### config.mk
export PLATFORM = sky130hd
export DESIGN_NAME = datapath_seq
export DESIGN_NICKNAME = d
export VERILOG_FILES = /design/src/rtl/datapath_seq.sv
export SDC_FILE = /design/constraint.sdc
export NUM_CORES = 1
export LEC_CHECK = 0
export BUFFER_PORTS_ARGS = -buffer_cell sky130_fd_sc_hd__buf_2
export CORE_MARGIN = 3
export CORE_UTILIZATION = 45
export CTS_CLUSTER_SIZE = 8
export DETAILED_ROUTE_END_ITERATION = 10
export GPL_TIMING_DRIVEN = 1
export PLACE_DENSITY = 0.73
export REMOVE_ABC_BUFFERS = 1
export SYNTH_ARGS = -nofsm -noshare
export SYNTH_HDL_FRONTEND = slang
export SYNTH_SLANG_ARGS = --single-unit
### constraint.sdc
create_clock -name clk -period 1.85 [get_ports clk]
set_input_delay 0.185 -clock clk [delete_from_list [all_inputs] [get_ports clk]]
set_output_delay 0.185 -clock clk [all_outputs]
set_load 0.02 [all_outputs]
### src/rtl/datapath_seq.sv
// Program/stack sequencer for a small datapath: pc update, branches,
// and a descending memory stack for PUSH/POP/CALL/RET.
//
// Ports:
//   clk, reset            rising-edge clock, synchronous active-high reset
//   op_valid, op, halt    decoded instruction, halt request
//   target, neg, zero     branch/call destination and ALU flags
//   push_data             PUSH operand
//   op_ready              sequencer accepts an op this cycle
//   mem_req, mem_we       data-memory request and write qualifier
//   mem_addr, mem_wdata   request address and write data
//   mem_ack, mem_rdata    memory completion and read data
//   pop_data, pop_valid   POP result and one-cycle strobe
//   pc, sp                program counter, stack pointer
//   halted, fault         halt status, sticky {overflow, underflow}
module datapath_seq #(
    parameter int AW          = 10,
    parameter int DW          = 16,
    parameter int STACK_TOP   = (1 << AW) - 2,
    parameter int STACK_DEPTH = 64
) (
    input  logic          clk,
    input  logic          reset,
    input  logic          op_valid,
    input  logic [2:0]    op,
    input  logic          halt,
    input  logic [AW-1:0] target,
    input  logic          neg,
    input  logic          zero,
    input  logic [DW-1:0] push_data,
    output logic          op_ready,
    output logic          mem_req,
    output logic          mem_we,
    output logic [AW-1:0] mem_addr,
    output logic [DW-1:0] mem_wdata,
    input  logic          mem_ack,
    input  logic [DW-1:0] mem_rdata,
    output logic [DW-1:0] pop_data,
    output logic          pop_valid,
    output logic [AW-1:0] pc,
    output logic [AW-1:0] sp,
    output logic          halted,
    output logic [1:0]    fault
);

    typedef enum logic [1:0] {
        READY,
        MEM,
        HALT,
        FAULT
    } state_t;

    localparam logic [2:0] OP_NEXT = 3'd0;
    localparam logic [2:0] OP_JMP  = 3'd1;
    localparam logic [2:0] OP_JLT  = 3'd2;
    localparam logic [2:0] OP_JEQ  = 3'd3;
    localparam logic [2:0] OP_PUSH = 3'd4;
    localparam logic [2:0] OP_POP  = 3'd5;
    localparam logic [2:0] OP_CALL = 3'd6;
    localparam logic [2:0] OP_RET  = 3'd7;

    // Stack grows downward: empty at STACK_TOP, full STACK_DEPTH below it.
    localparam logic [AW-1:0] SP_EMPTY = AW'(STACK_TOP);
    localparam logic [AW-1:0] SP_FULL  = AW'(STACK_TOP - STACK_DEPTH);

    state_t        state;
    logic [2:0]    pendOp;
    logic [AW-1:0] pendTarget;

    logic [AW-1:0] pcPlus1;
    logic [AW-1:0] spPlus1;
    logic [AW-1:0] spMinus1;
    logic [AW-1:0] branchPc;
    logic          atFull;
    logic          atEmpty;
    logic          isWrite;
    logic          isRead;

    assign op_ready = (state == READY);

    assign pcPlus1  = pc + AW'(1);
    assign spPlus1  = sp + AW'(1);
    assign spMinus1 = sp - AW'(1);
    assign atFull   = (sp == SP_FULL);
    assign atEmpty  = (sp == SP_EMPTY);
    assign isWrite  = (op == OP_PUSH) || (op == OP_CALL);
    assign isRead   = (op == OP_POP) || (op == OP_RET);

    // Next pc for the non-memory ops; flags are sampled with the op.
    always_comb begin
        branchPc = pcPlus1;
        unique case (op)
            OP_JMP: branchPc = target;
            OP_JLT: branchPc = neg ? target : pcPlus1;
            OP_JEQ: branchPc = zero ? target : pcPlus1;
            default: branchPc = pcPlus1;
        endcase
    end

    always_ff @(posedge clk) begin
        if (reset) begin
            state      <= READY;
            pc         <= '0;
            sp         <= SP_EMPTY;
            mem_req    <= 1'b0;
            mem_we     <= 1'b0;
            mem_addr   <= '0;
            mem_wdata  <= '0;
            pop_data   <= '0;
            pop_valid  <= 1'b0;
            halted     <= 1'b0;
            fault      <= 2'b00;
            pendOp     <= OP_NEXT;
            pendTarget <= '0;
        end else begin
            pop_valid <= 1'b0;
            unique case (state)
                READY: begin
                    if (op_valid) begin
                        if (halt) begin
                            state  <= HALT;
                            halted <= 1'b1;
                        end else if (isWrite) begin
                            if (atFull) begin
                                fault[1] <= 1'b1;
                                state    <= FAULT;
                            end else begin
                                mem_req    <= 1'b1;
                                mem_we     <= 1'b1;
                                mem_addr   <= sp;
                                // CALL pushes its return address.
                                mem_wdata  <= (op == OP_CALL)
                                              ? DW'(pcPlus1)
                                              : push_data;
                                pendOp     <= op;
                                pendTarget <= target;
                                state      <= MEM;
                            end
                        end else if (isRead) begin
                            if (atEmpty) begin
                                fault[0] <= 1'b1;
                                state    <= FAULT;
                            end else begin
                                mem_req  <= 1'b1;
                                mem_we   <= 1'b0;
                                mem_addr <= spPlus1;
                                pendOp   <= op;
                                state    <= MEM;
                            end
                        end else begin
                            pc <= branchPc;
                        end
                    end
                end

                MEM: begin
                    // Request stays frozen until the memory acknowledges.
                    if (mem_ack) begin
                        mem_req <= 1'b0;
                        mem_we  <= 1'b0;
                        state   <= READY;
                        unique case (pendOp)
                            OP_PUSH: begin
                                sp <= spMinus1;
                                pc <= pcPlus1;
                            end
                            OP_CALL: begin
                                sp <= spMinus1;
                                pc <= pendTarget;
                            end
                            OP_POP: begin
                                sp        <= spPlus1;
                                pc        <= pcPlus1;
                                pop_data  <= mem_rdata;
                                pop_valid <= 1'b1;
                            end
                            default: begin
                                sp <= spPlus1;
                                pc <= mem_rdata[AW-1:0];
                            end
                        endcase
                    end
                end

                HALT: begin
                end

                FAULT: begin
                end

                default: state <= READY;
            endcase
        end
    end

endmodule

==> impl_metrics.py, run 1 <==
metrics = {
    "critical_path": {
        "endpoint": "pendTarget[8]",
        "timing.critical_path.arrival_ps": 2280,
        "r2r_setup_slack_ps": -120,
        "r2r_start": "sp[0]",
        "critical-path-slowest-cell": "sky130_fd_sc_hd__or4_4",
        "timing.critical_path.from": "sp[0]",
        "criticalPathCategory": "flip-flop to flip-flop",
        "path_max_fanout": 15,
        "rr_endpoint": "pendTarget[8]",
        "worst_r2r_path_depth": 8,
        "cp-end-kind": "flip-flop",
        "cp_slowest_stage_delay_ps": 560,
        "crit_path_start_kind": "flip-flop",
        "timing.critical_path.depth": 8,
        "crit_chain": "inv_2, ha_4, nand3_2, or4_4, o21ai_4, clkbuf_16, nand2_2, a21oi_2",
        "worst-endpoint-required_ps": 2150,
        "timing.critical_path.buf_inv": 2,
        "timing.critical_path.max_delay_family": "simple AND/OR/NAND/NOR gates",
    },
    "clocking": {
        "insertion_delay_ps": 370,
        "root_buffer": "sky130_fd_sc_hd__clkbuf_8",
        "cts.htree.levels": 3,
        "cts.clk_slew.worst_paths_ps": 90,
        "tritoncts": "done",
        "post_cts_hold_buffer_count": 0,
        "clock-sinks": 83,
        "max-clock-path-buffers": 2,
        "clock_buffers_created_by_tritoncts": 9,
    },
    "cells_and_area": {
        "final_common_cell": "sky130_fd_sc_hd__buf_2",
        "finalNonFillerCells": 783,
        "area_delta_synth_final_pct": 31.26,
        "finalCoreUtilization_pct": 62.51,
        "layout-drive-gt1-share_pct": 36.15,
        "ant_cells": 0,
        "final_nets": 726,
        "layout.cells.most_common_list": "sky130_fd_sc_hd__buf_2, sky130_fd_sc_hd__nand2_1, sky130_fd_sc_hd__dfxtp_1",
        "filler_cell_count": 810,
    },
    "timing": {
        "finalWorstSetupSlack_ps": -121.3,
        "layout_worst_path_cycle_share_pct": 106.6,
        "number_of_max_slew_violations_in_the_final_report": 0,
        "post-route-min-period_ps": 1971,
        "max-slew-margin-rel_pct": 70.02,
        "max_freq_mhz": 507.3,
        "final_hold_viol_count": 0,
        "max_slew.worst_pin.slew_ps": 449.7,
        "finalClockSkew_ps": 16.26,
        "setup_total_negative_slack_ps": -2343,
        "report.final.setup_viol": 29,
        "rsz0062_at_grt": "yes",
    },
    "routing": {
        "drcViolationCount": 0,
        "initialDrtViolationCount": 258,
        "detail_route.wirelength_mm": 12.80,
        "firstDrtPassIters": 5,
        "antenna_violating_nets_post_route": 0,
        "post_drt_via_cell_ratio": 5.559,
        "routed-via-count": 4353,
        "routedWlPerCell_um": 16.34,
    },
    "yosys": {
        "dominant_combinational_cell_family_by_area_after_synthesis": "simple AND/OR/NAND/NOR gates",
        "yosys.area_share.xor_xnor_pct": 4.735,
        "ys.warnings.count": 0,
        "synth_compound_gate_area_share_pct": 21.62,
        "synth_top_flop_cell": "sky130_fd_sc_hd__dfxtp_1",
        "synth_edf_count": 0,
        "synth_cell_types": 57,
        "ys_async_sr_fraction_pct": 0,
        "synth.avg_cell_area_um2": 7.966,
        "synth_mux_area_share_pct": 1.912,
        "synth_fa_ha_area_share_pct": 1.176,
        "total_standard_cell_area_after_synthesis_um2": 4254,
        "basic_gate_share_of_the_synthesized_area_counting_and_or_nand_and_nor_cells_pct": 25.74,
        "ys_seq_area_share_pct": 39.06,
        "synth_seq_cells": 83,
        "syn-instance-count": 534,
    },
    "global_route": {
        "pin_count_of_the_biggest_net_entering_global_routing": 85,
        "globalRouteOverflowTotal": 0,
        "first_global_vias": 3896,
        "grt_antenna_before_repair": 0,
        "global_router_s_overall_resource_usage_pct": 23.08,
        "grt_first_pass_wirelength_mm": 19.51,
    },
    "place": {
        "place.port_buffers": 120,
        "globalplace.congestion": 0.8809,
        "hpwlAfterDp_mm": 8.752,
        "dpl.cell_count": 764,
    },
    "pwr": {
        "total_leakage_power_nw": 2.314,
        "power.density_cell_area_nw_per_um2": 682.0,
        "irDropWorstVdd_uv": 408.2,
        "fin_total_pwr_mw": 3.808,
    },
    "floorplanning": {
        "floorplan.rows": 34,
        "die_w_um": 103.2,
        "die_h_um": 103.2,
        "core_area_um2": 8934,
        "pin_count": 121,
        "initial_core_util_pct": 47.62,
        "die_outline_area_um2": 10660,
    },
    "run_status": {
        "result_of_the_run": "finished with violations",
        "violations_in_the_final_reports": "setup timing",
    },
    "hold_path": {
        "worst_hold_path_type": "primary input to flip-flop",
    },
    "flow_run": {
        "max_cap_viol_count": 0,
    },
}
## cells in the mapped netlist (7+ instances only)
| library cell | count | share of area, % |
|---|---|---|
| sky130_fd_sc_hd__mux2i_1 | 7 | 1.6 |
| sky130_fd_sc_hd__clkbuf_1 | 30 | 2.6 |
| sky130_fd_sc_hd__or3_1 | 7 | 1.0 |
| sky130_fd_sc_hd__nand3_1 | 18 | 2.1 |
| sky130_fd_sc_hd__nor2b_1 | 7 | 1.0 |
| sky130_fd_sc_hd__a211oi_1 | 11 | 1.9 |
| sky130_fd_sc_hd__nand2_2 | 7 | 1.0 |
| sky130_fd_sc_hd__nand2_1 | 95 | 8.4 |
| sky130_fd_sc_hd__a221o_1 | 7 | 1.6 |
| sky130_fd_sc_hd__nor2_1 | 51 | 4.5 |
| sky130_fd_sc_hd__a21oi_1 | 49 | 5.8 |
| sky130_fd_sc_hd__xnor2_1 | 13 | 2.7 |
| sky130_fd_sc_hd__nor3_1 | 11 | 1.3 |
| sky130_fd_sc_hd__o22ai_1 | 7 | 1.0 |
| sky130_fd_sc_hd__dfxtp_1 | 83 | 39 |
| sky130_fd_sc_hd__nand4_1 | 9 | 1.3 |
| sky130_fd_sc_hd__o21ai_0 | 10 | 1.2 |
| sky130_fd_sc_hd__nand2b_1 | 13 | 1.9 |
| sky130_fd_sc_hd__a21oi_2 | 11 | 2.3 |
| sky130_fd_sc_hd__xor2_1 | 10 | 2.1 |
## kinds of logic after synthesis
group                      Yosys count
AOI/OAI and AO/OA                  132
xor gates and xnor gates            23
adders and majority gates            4
buffers and inverters               48
DFF                                 83
muxes                                8
and+or+nand+nor                    236
## state kept, by name, indices dropped and copies added (netlist names), 2 cells and up
register	cells
pendTarget	10
mem_wdata	16
sp	10
pop_data	16
pc	10
state	2
pendOp	3
mem_addr	10
fault	2
## final cells by class
| cell class | instances | area [µm²] | area share (%) |
|---|---|---|---|
| Clock buffer | 10 | 137.6 | 2.465 |
| Clock inverter | 6 | 72.57 | 1.300 |
| Inverter | 5 | 18.77 | 0.3361 |
| Multi-Input combinational cell | 403 | 2510 | 44.95 |
| Sequential cell | 83 | 1664 | 29.80 |
| Tap cell | 108 | 135.1 | 2.420 |
| Timing Repair Buffer | 168 | 1046 | 18.73 |
## worst min path at each step
stage                       start            end  slack [ps]  cells after the start
floorplan                   reset  mem_wdata[15]         250                      1
global placement    mem_rdata[10]   pop_data[10]         430                      3
detailed placement  mem_rdata[12]   pop_data[12]         440                      3
CTS                 mem_rdata[12]   pop_data[12]          40                      3
global route        mem_rdata[12]   pop_data[12]          40                      3
finish              mem_rdata[12]   pop_data[12]          40                      3
## what timing repair did
action	CTS	global route
pin swaps	2	4
setup buffers	0	1
setup endpoints to repair	41	45
hold endpoints to repair	0	0
resized for setup	5	34
gates cloned	0	2
## per-stage QoR
| stage | hold WS, ps | setup WS [ps] | instance area, µm² |
|---|---|---|---|
| after floorplan | 247.4 | -744.1 | 4028 |
| after global placement | 428.2 | -78.80 | 5151 |
| after detailed placement | 436.2 | -129.3 | 5151 |
| after CTS | 39.77 | -42.25 | 5386 |
| after global routing | 38.39 | -171.9 | 5584 |
| final | 43.08 | -121.3 | 5584 |
## worst reg2reg max path: stages, from the launching register on
cell and delay, ps:
sky130_fd_sc_hd__dfxtp_2 330, sky130_fd_sc_hd__inv_2 70, sky130_fd_sc_hd__ha_4 130, sky130_fd_sc_hd__nand3_2 80
sky130_fd_sc_hd__or4_4 560, sky130_fd_sc_hd__o21ai_4 290, sky130_fd_sc_hd__clkbuf_16 250, sky130_fd_sc_hd__nand2_2 70
sky130_fd_sc_hd__a21oi_2 120
## per-layer routing
layer	vias to the layer above	track usage (%)	share of wire [%]
li1	2139	-	-
met1	2025	32.74	45
met5	-	0	0
met4	0	9.064	1.8
met3	21	3.152	6.2
met2	168	35.62	47
## power breakdown
part / total, mW / internal [mW] / switching, mW
combinational: 0.547 / 0.226 / 0.321
sequential: 1.87 / 1.83 / 0.0397
clock: 1.39 / 0.672 / 0.722
(Power assumes the default switching activity.)
==> run 2, diff against run 1 <==
--- a/config.mk
+++ b/config.mk
@@ -5,6 +5,7 @@
 export SDC_FILE = /design/constraint.sdc
 export NUM_CORES = 1
 export LEC_CHECK = 0
+export ABC_AREA = 1
 export BUFFER_PORTS_ARGS = -buffer_cell sky130_fd_sc_hd__buf_2
 export CORE_MARGIN = 3
 export CORE_UTILIZATION = 45
==> run 2 against run 1 <==
Compared with the run above: sequential power up 3%; the flow now finishes without violations; die area up 4.2%; largest power group unchanged; area after synthesis grew 4.5%; fmax grew 14%; critical path depth is 2 higher; clock skew fell by 4.3 ps; critical endpoint is now mem_addr[6]; critical path type unchanged; total power increased by 15%.
==> impl_metrics.py, run 2 <==
metrics = {
    "hold_path": {
        "worstHoldPathCells": 3,
        "min_delay_worst_endpoint": "mem_wdata[4]",
        "hold_start": "push_data[4]",
        "worst_hold_path_type": "primary input to flip-flop",
    },
    "floorplanning": {
        "core_area_um2": 9415,
        "die_h_um": 105.4,
        "floorplan.rows": 35,
        "die_outline_area_um2": 11110,
        "die_w_um": 105.4,
        "pin_count": 121,
        "initial_core_util_pct": 47.22,
    },
    "cells_and_area": {
        "postLayoutCellArea_um2": 5448,
        "finalCoreUtilization_pct": 57.86,
        "layout.cells.most_common_list": "sky130_fd_sc_hd__nand2_1, sky130_fd_sc_hd__buf_2, sky130_fd_sc_hd__nor2_1",
        "final_common_cell": "sky130_fd_sc_hd__nand2_1",
        "largestRegisters": "mem_wdata: 16 flops, pop_data: 16 flops",
        "layout-drive-gt1-share_pct": 24.62,
        "ant_cells": 0,
        "area_delta_synth_final_pct": 22.54,
        "final_nets": 839,
    },
    "critical_path": {
        "cp-end-kind": "flip-flop",
        "timing.critical_path.arrival_ps": 2020,
        "crit_path_start_kind": "flip-flop",
        "critical-path-slowest-cell": "sky130_fd_sc_hd__dfxtp_1",
        "crit_chain": "inv_1, ha_1, nand3_1, nor2_2, nand3_1, nand2_2, nor2_2, buf_4, o21ai_1, nor2_1",
        "r2r_setup_slack_ps": 130,
        "timing.critical_path.buf_inv": 2,
        "timing.critical_path.max_delay_family": "simple AND/OR/NAND/NOR gates",
        "worst_r2r_path_depth": 10,
        "cp_slowest_stage_delay_ps": 370,
        "criticalPathCategory": "flip-flop to flip-flop",
        "rr_endpoint": "mem_addr[6]",
        "worst-endpoint-required_ps": 2150,
        "timing.critical_path.depth": 10,
        "path_max_fanout": 4,
        "r2r_start": "sp[0]",
    },
    "routing": {
        "routedWlPerCell_um": 14.22,
        "post_drt_via_cell_ratio": 5.240,
        "routed-via-count": 4805,
        "antenna_violating_nets_post_route": 0,
        "initialDrtViolationCount": 272,
        "drcViolationCount": 0,
        "firstDrtPassIters": 5,
        "detail_route.wirelength_mm": 13.04,
    },
    "place": {
        "detailed_place.area_um2": 5137,
        "place.port_buffers": 120,
        "hpwlAfterDp_mm": 9.422,
        "globalplace.congestion": 0.8998,
    },
    "global_route": {
        "pin_count_of_the_biggest_net_entering_global_routing": 52,
        "grt_antenna_before_repair": 0,
        "first_global_vias": 4449,
        "global_router_s_overall_resource_usage_pct": 23.11,
        "globalRouteOverflowTotal": 0,
        "grt_first_pass_wirelength_mm": 21.25,
    },
    "timing": {
        "layout_worst_path_cycle_share_pct": 93.14,
        "setup_total_negative_slack_ps": 0,
        "rsz0062_at_grt": "no",
        "post-route-min-period_ps": 1723,
        "max-slew-margin-rel_pct": 66.60,
        "finalClockSkew_ps": 11.94,
        "report.final.setup_viol": 0,
        "number_of_max_slew_violations_in_the_final_report": 0,
        "final_hold_viol_count": 0,
        "max_freq_mhz": 580.4,
        "max_slew.worst_pin.slew_ps": 501.1,
    },
    "clocking": {
        "tritoncts": "done",
        "insertion_delay_ps": 360,
        "root_buffer": "sky130_fd_sc_hd__clkbuf_8",
        "max-clock-path-buffers": 2,
        "clock-sinks": 83,
        "cts.clk_slew.worst_paths_ps": 90,
        "post_cts_hold_buffer_count": 0,
        "cts.htree.levels": 3,
        "clock_buffers_created_by_tritoncts": 9,
    },
    "pwr": {
        "power.density_cell_area_nw_per_um2": 803.3,
        "power_switching_mw": 1.231,
        "p_sw_share_pct": 28.12,
        "total_leakage_power_nw": 2.524,
        "intPower_mw": 3.145,
        "power_frac_clock_pct": 39.5,
        "combinational_fraction_of_design_power_pct": 16.7,
        "sequentialPowerShare_pct": 43.9,
        "irDropWorstVdd_uv": 342.7,
    },
    "yosys": {
        "synth_top_flop_cell": "sky130_fd_sc_hd__dfxtp_1",
        "syn-instance-count": 658,
        "yosys-top-cells-count": "sky130_fd_sc_hd__nand2_1, sky130_fd_sc_hd__nor2_1, sky130_fd_sc_hd__dfxtp_1",
        "synth_edf_count": 0,
        "total_standard_cell_area_after_synthesis_um2": 4446,
        "ys_seq_area_share_pct": 37.38,
        "synthDominantCellAreaShare_pct": 37.38,
        "synth.avg_cell_area_um2": 6.756,
        "synth.top_cells.by_area": "sky130_fd_sc_hd__dfxtp_1, sky130_fd_sc_hd__nand2_1, sky130_fd_sc_hd__nor2_1",
        "cell_type_with_the_highest_aggregate_area_in_the_netlist": "sky130_fd_sc_hd__dfxtp_1",
        "synth_seq_cells": 83,
        "ys_async_sr_fraction_pct": 0,
        "most_frequently_used_cell_type_in_the_post_synthesis_netlist": "sky130_fd_sc_hd__nand2_1",
        "synth_cell_types": 41,
        "ys.warnings.count": 0,
    },
    "run_status": {
        "result_of_the_run": "completed",
    },
    "flow_run": {
        "max_cap_viol_count": 0,
    },
}
## run 2: power groups by stage
stage               clock network, mW  registers [mW]  logic (mW)
finish                           1.73            1.92       0.729
floorplan                           0            2.01       0.379
global placement                    0            1.96       0.696
global route                     1.85            1.93       0.809
CTS                              1.75            1.92       0.712
detailed placement                  0            1.96       0.708
## run 2: kinds of logic after synthesis
logic type / synth area share (%)
AO/OA/AOI/OAI: 17.42
XOR/XNOR: 2.167
adder cells (fa/ha/maj): 1.126
buffers and inverters: 9.626
flip-flops: 37.38
AND/OR/NAND/NOR: 32.28
## run 2: through the flow
stage	hold WS (ps)	power, mW	setup WS (ps)	std cells
CTS	72.55	4.383	41.79	912
global route	72.04	4.588	2.391	917
finish	73.84	4.376	126.9	917
detailed placement	447.5	2.668	43.52	896
floorplan	247.4	2.392	-12.20	629
global placement	432.7	2.652	150.1	896
## run 2: layout make-up
cell class	instances	area, µm²
fill	934	3968
multi-input combinational	489	2365
sequential	83	1665
timing repair buffer	142	765.7
inverter	58	225.2
tap	129	161.4
clock inverter	6	137.6
clock buffer	10	127.6
## run 2: layer usage
layer | track usage (%) | vias up | share of wire [%]
li1 | - | 2396 | -
met1 | 31.01 | 2194 | 45
met2 | 38.39 | 192 | 47
met3 | 4.899 | 23 | 7.3
met4 | 4.592 | 0 | 1.4
met5 | 0 | - | 0
## run 2: worst max-delay path by stage
stage | slack (ps) | startpoint | endpoint
2_1_floorplan | -10 | sp[0] | mem_wdata[7]
3_3_place_gp | 150 | sp[0] | mem_addr[7]
3_5_place_dp | 40 | sp[0] | mem_addr[3]
4_1_cts | 40 | sp[0] | mem_addr[3]
5_1_grt | 2 | sp[0] | pendTarget[4]
6_report | 130 | sp[0] | mem_addr[6]
## run 2: repair_timing
action                                  4_1_cts  5_1_grt
resized for setup                             0        5
endpoints found under the setup margin        0       21
setup buffers                                 0        4
## run 2: worst register-to-register path, delay by kind of cell (launching register included)
| family | cells | cell delay (ps) |
|---|---|---|
| and+or+nand+nor | 6 | 800 |
| DFF | 1 | 370 |
| buffers and inverters | 2 | 260 |
| adders and majority gates | 1 | 190 |
| AOI/OAI and AO/OA | 1 | 50 |
==> run 3, diff against run 2 <==
--- a/config.mk
+++ b/config.mk
@@ -8,11 +8,11 @@
 export ABC_AREA = 1
 export BUFFER_PORTS_ARGS = -buffer_cell sky130_fd_sc_hd__buf_2
 export CORE_MARGIN = 3
-export CORE_UTILIZATION = 45
+export CORE_UTILIZATION = 48
 export CTS_CLUSTER_SIZE = 8
 export DETAILED_ROUTE_END_ITERATION = 10
 export GPL_TIMING_DRIVEN = 1
-export PLACE_DENSITY = 0.73
+export PLACE_DENSITY = 0.77
 export REMOVE_ABC_BUFFERS = 1
 export SYNTH_ARGS = -nofsm -noshare
 export SYNTH_HDL_FRONTEND = slang
==> run 3 against run 2 <==
Compared with the run above: sequential power hardly changed; sequential share of layout area is 0.47 points higher; design area decreased by 1.7%; register-to-register slack improved by 40 ps; first-iteration DRC count fell by 36%; worst setup slack better by 43 ps; clock power shrank 14%; sequential cell count did not move; fmax rose by 2.6%; non-clock buffer count is 1 lower; critical path type unchanged; largest power group unchanged; highest routed layer unchanged.
==> impl_metrics.py, run 3 (synthesized netlist as in run 2, its figures left out) <==
metrics = {
    "cells_and_area": {
        "area_delta_synth_final_pct": 20.52,
        "filler_cell_count": 827,
        "area_occupied_by_multi_input_gates_um2": 2356,
        "ant_cells": 0,
        "layout.cells.most_common_list": "sky130_fd_sc_hd__nand2_1, sky130_fd_sc_hd__buf_2, sky130_fd_sc_hd__nor2_1",
        "final_nets": 837,
        "seqCellArea_um2": 1663,
        "largestRegisters": "mem_wdata: 16 flops, pop_data: 16 flops",
        "postLayoutCellArea_um2": 5358,
        "final_common_cell": "sky130_fd_sc_hd__nand2_1",
        "layout-drive-gt1-share_pct": 24.17,
    },
    "floorplanning": {
        "die_w_um": 102.2,
        "pin_count": 121,
        "die_h_um": 102.2,
        "floorplan.rows": 34,
        "die_outline_area_um2": 10450,
        "initial_core_util_pct": 50.24,
        "core_area_um2": 8848,
    },
    "routing": {
        "drcViolationCount": 0,
        "routed-via-count": 4773,
        "initialDrtViolationCount": 174,
        "antenna_violating_nets_post_route": 0,
        "firstDrtPassIters": 7,
        "detail_route.wirelength_mm": 12.23,
        "post_drt_via_cell_ratio": 5.339,
        "routedWlPerCell_um": 13.68,
    },
    "clocking": {
        "post_cts_hold_buffer_count": 0,
        "insertion_delay_ps": 350,
        "max-clock-path-buffers": 2,
        "postcts_setup_bufs": 0,
        "root_buffer": "sky130_fd_sc_hd__clkbuf_8",
        "clock-sinks": 83,
        "tritoncts": "done",
        "cts.clk_slew.worst_paths_ps": 90,
        "clock_buffers_created_by_tritoncts": 9,
        "cts.htree.levels": 3,
    },
    "timing": {
        "report.final.setup_viol": 0,
        "final_hold_viol_count": 0,
        "max_freq_mhz": 595.3,
        "max_slew.worst_pin.slew_ps": 461.4,
        "rsz0062_at_grt": "no",
        "number_of_max_slew_violations_in_the_final_report": 0,
        "finalClockSkew_ps": 7.512,
        "layout_worst_path_cycle_share_pct": 90.80,
        "setup_total_negative_slack_ps": 0,
        "max-slew-margin-rel_pct": 69.24,
        "post-route-min-period_ps": 1680,
    },
    "global_route": {
        "globalRouteOverflowTotal": 0,
        "global_router_s_overall_resource_usage_pct": 23.75,
        "grt-busiest-layer": "met2",
        "grt_first_pass_wirelength_mm": 20.09,
        "pin_count_of_the_biggest_net_entering_global_routing": 52,
        "global_route.usage.met1_pct": 32.11,
        "gr-usage-met2_pct": 38.48,
        "grtUsageMet3_pct": 5.051,
        "first_global_vias": 4285,
        "grt_antenna_before_repair": 0,
    },
    "pwr": {
        "power_switching_mw": 1.245,
        "irDropWorstVdd_uv": 361.1,
        "total_leakage_power_nw": 2.491,
        "intPower_mw": 2.878,
        "power_frac_clock_pct": 36.2,
        "combinational_fraction_of_design_power_pct": 17.3,
        "sequentialPowerShare_pct": 46.5,
        "power.density_cell_area_nw_per_um2": 769.5,
        "p_sw_share_pct": 30.19,
    },
    "critical_path": {
        "worst-endpoint-required_ps": 2100,
        "path_max_fanout": 11,
        "cp-end-kind": "flip-flop",
        "criticalPathCategory": "flip-flop to flip-flop",
        "crit_path_start_kind": "flip-flop",
        "timing.critical_path.arrival_ps": 1930,
    },
    "run_status": {
        "result_of_the_run": "completed",
    },
    "place": {
        "hpwlAfterDp_mm": 9.185,
        "globalplace.congestion": 0.9011,
        "detailed_place.area_um2": 5134,
        "place.port_buffers": 120,
    },
    "hold_path": {
        "worst_hold_path_type": "primary input to flip-flop",
    },
    "flow_run": {
        "max_cap_viol_count": 0,
    },
}
[run 3: layer usage]
| layer | part of all wire, % | wire length (µm) |
|---|---|---|
| met2 | 47 | 5735 |
| met3 | 8.1 | 996 |
| met5 | 0 | 0 |
| met4 | 1.6 | 195 |
| met1 | 43 | 5302 |
[run 3: power by group through the flow]
stage	logic (mW)	clock network, mW	registers, mW
6_report	0.714	1.49	1.92
2_1_floorplan	0.379	0	2.01
3_5_place_dp	0.711	0	1.96
4_1_cts	0.713	1.53	1.91
3_3_place_gp	0.696	0	1.95
5_1_grt	0.798	1.62	1.93
[run 3: through the flow]
step	power (mW)	hold WS (ps)	utilization (%)	cells	setup slack, ps
after floorplan	2.392	247.4	-	629	-12.20
after global placement	2.650	431.7	58.02	878	174.5
after detailed placement	2.666	439.3	58.02	878	111.0
after CTS	4.162	64.48	60.53	894	95.32
after global routing	4.348	57.12	60.55	894	36.93
final	4.123	82.05	60.55	894	170.2
[run 3: worst paths after layout]
kind / slack, ps / endpoint / depth (start not counted) / start
hold / removal: 80 / pop_data[12] / 3 / mem_rdata[12]
hold reg to reg: 470 / mem_wdata[10] / 2 / mem_wdata[10]
setup / recovery: 170 / mem_addr[3] / 9 / sp[1]
setup reg to reg: 170 / mem_addr[3] / 9 / sp[1]
[run 3: what timing repair did]
item | in CTS | in global routing
endpoints found under the hold margin | 0 | 0
endpoints found under the setup margin | 0 | 6
resized for setup | 0 | 1
[run 3: cell type report]
class / count / area share [%]
multi-input combinational: 488 / 43.97
timing repair buffer: 141 / 14.15
tap: 108 / 2.522
inverter: 58 / 4.157
clock buffer: 9 / 2.312
clock inverter: 7 / 1.845
sequential: 83 / 31.04
[run 3: critical path, cell delays in order, from the launching register on]
cell and delay (ps):
sky130_fd_sc_hd__dfxtp_2 390, sky130_fd_sc_hd__ha_1 160, sky130_fd_sc_hd__nand3_1 70, sky130_fd_sc_hd__nor2_1 210
sky130_fd_sc_hd__nand3_1 150, sky130_fd_sc_hd__nand2_2 140, sky130_fd_sc_hd__nor2_4 60, sky130_fd_sc_hd__buf_4 170
sky130_fd_sc_hd__o21ai_0 170, sky130_fd_sc_hd__nor2_1 60
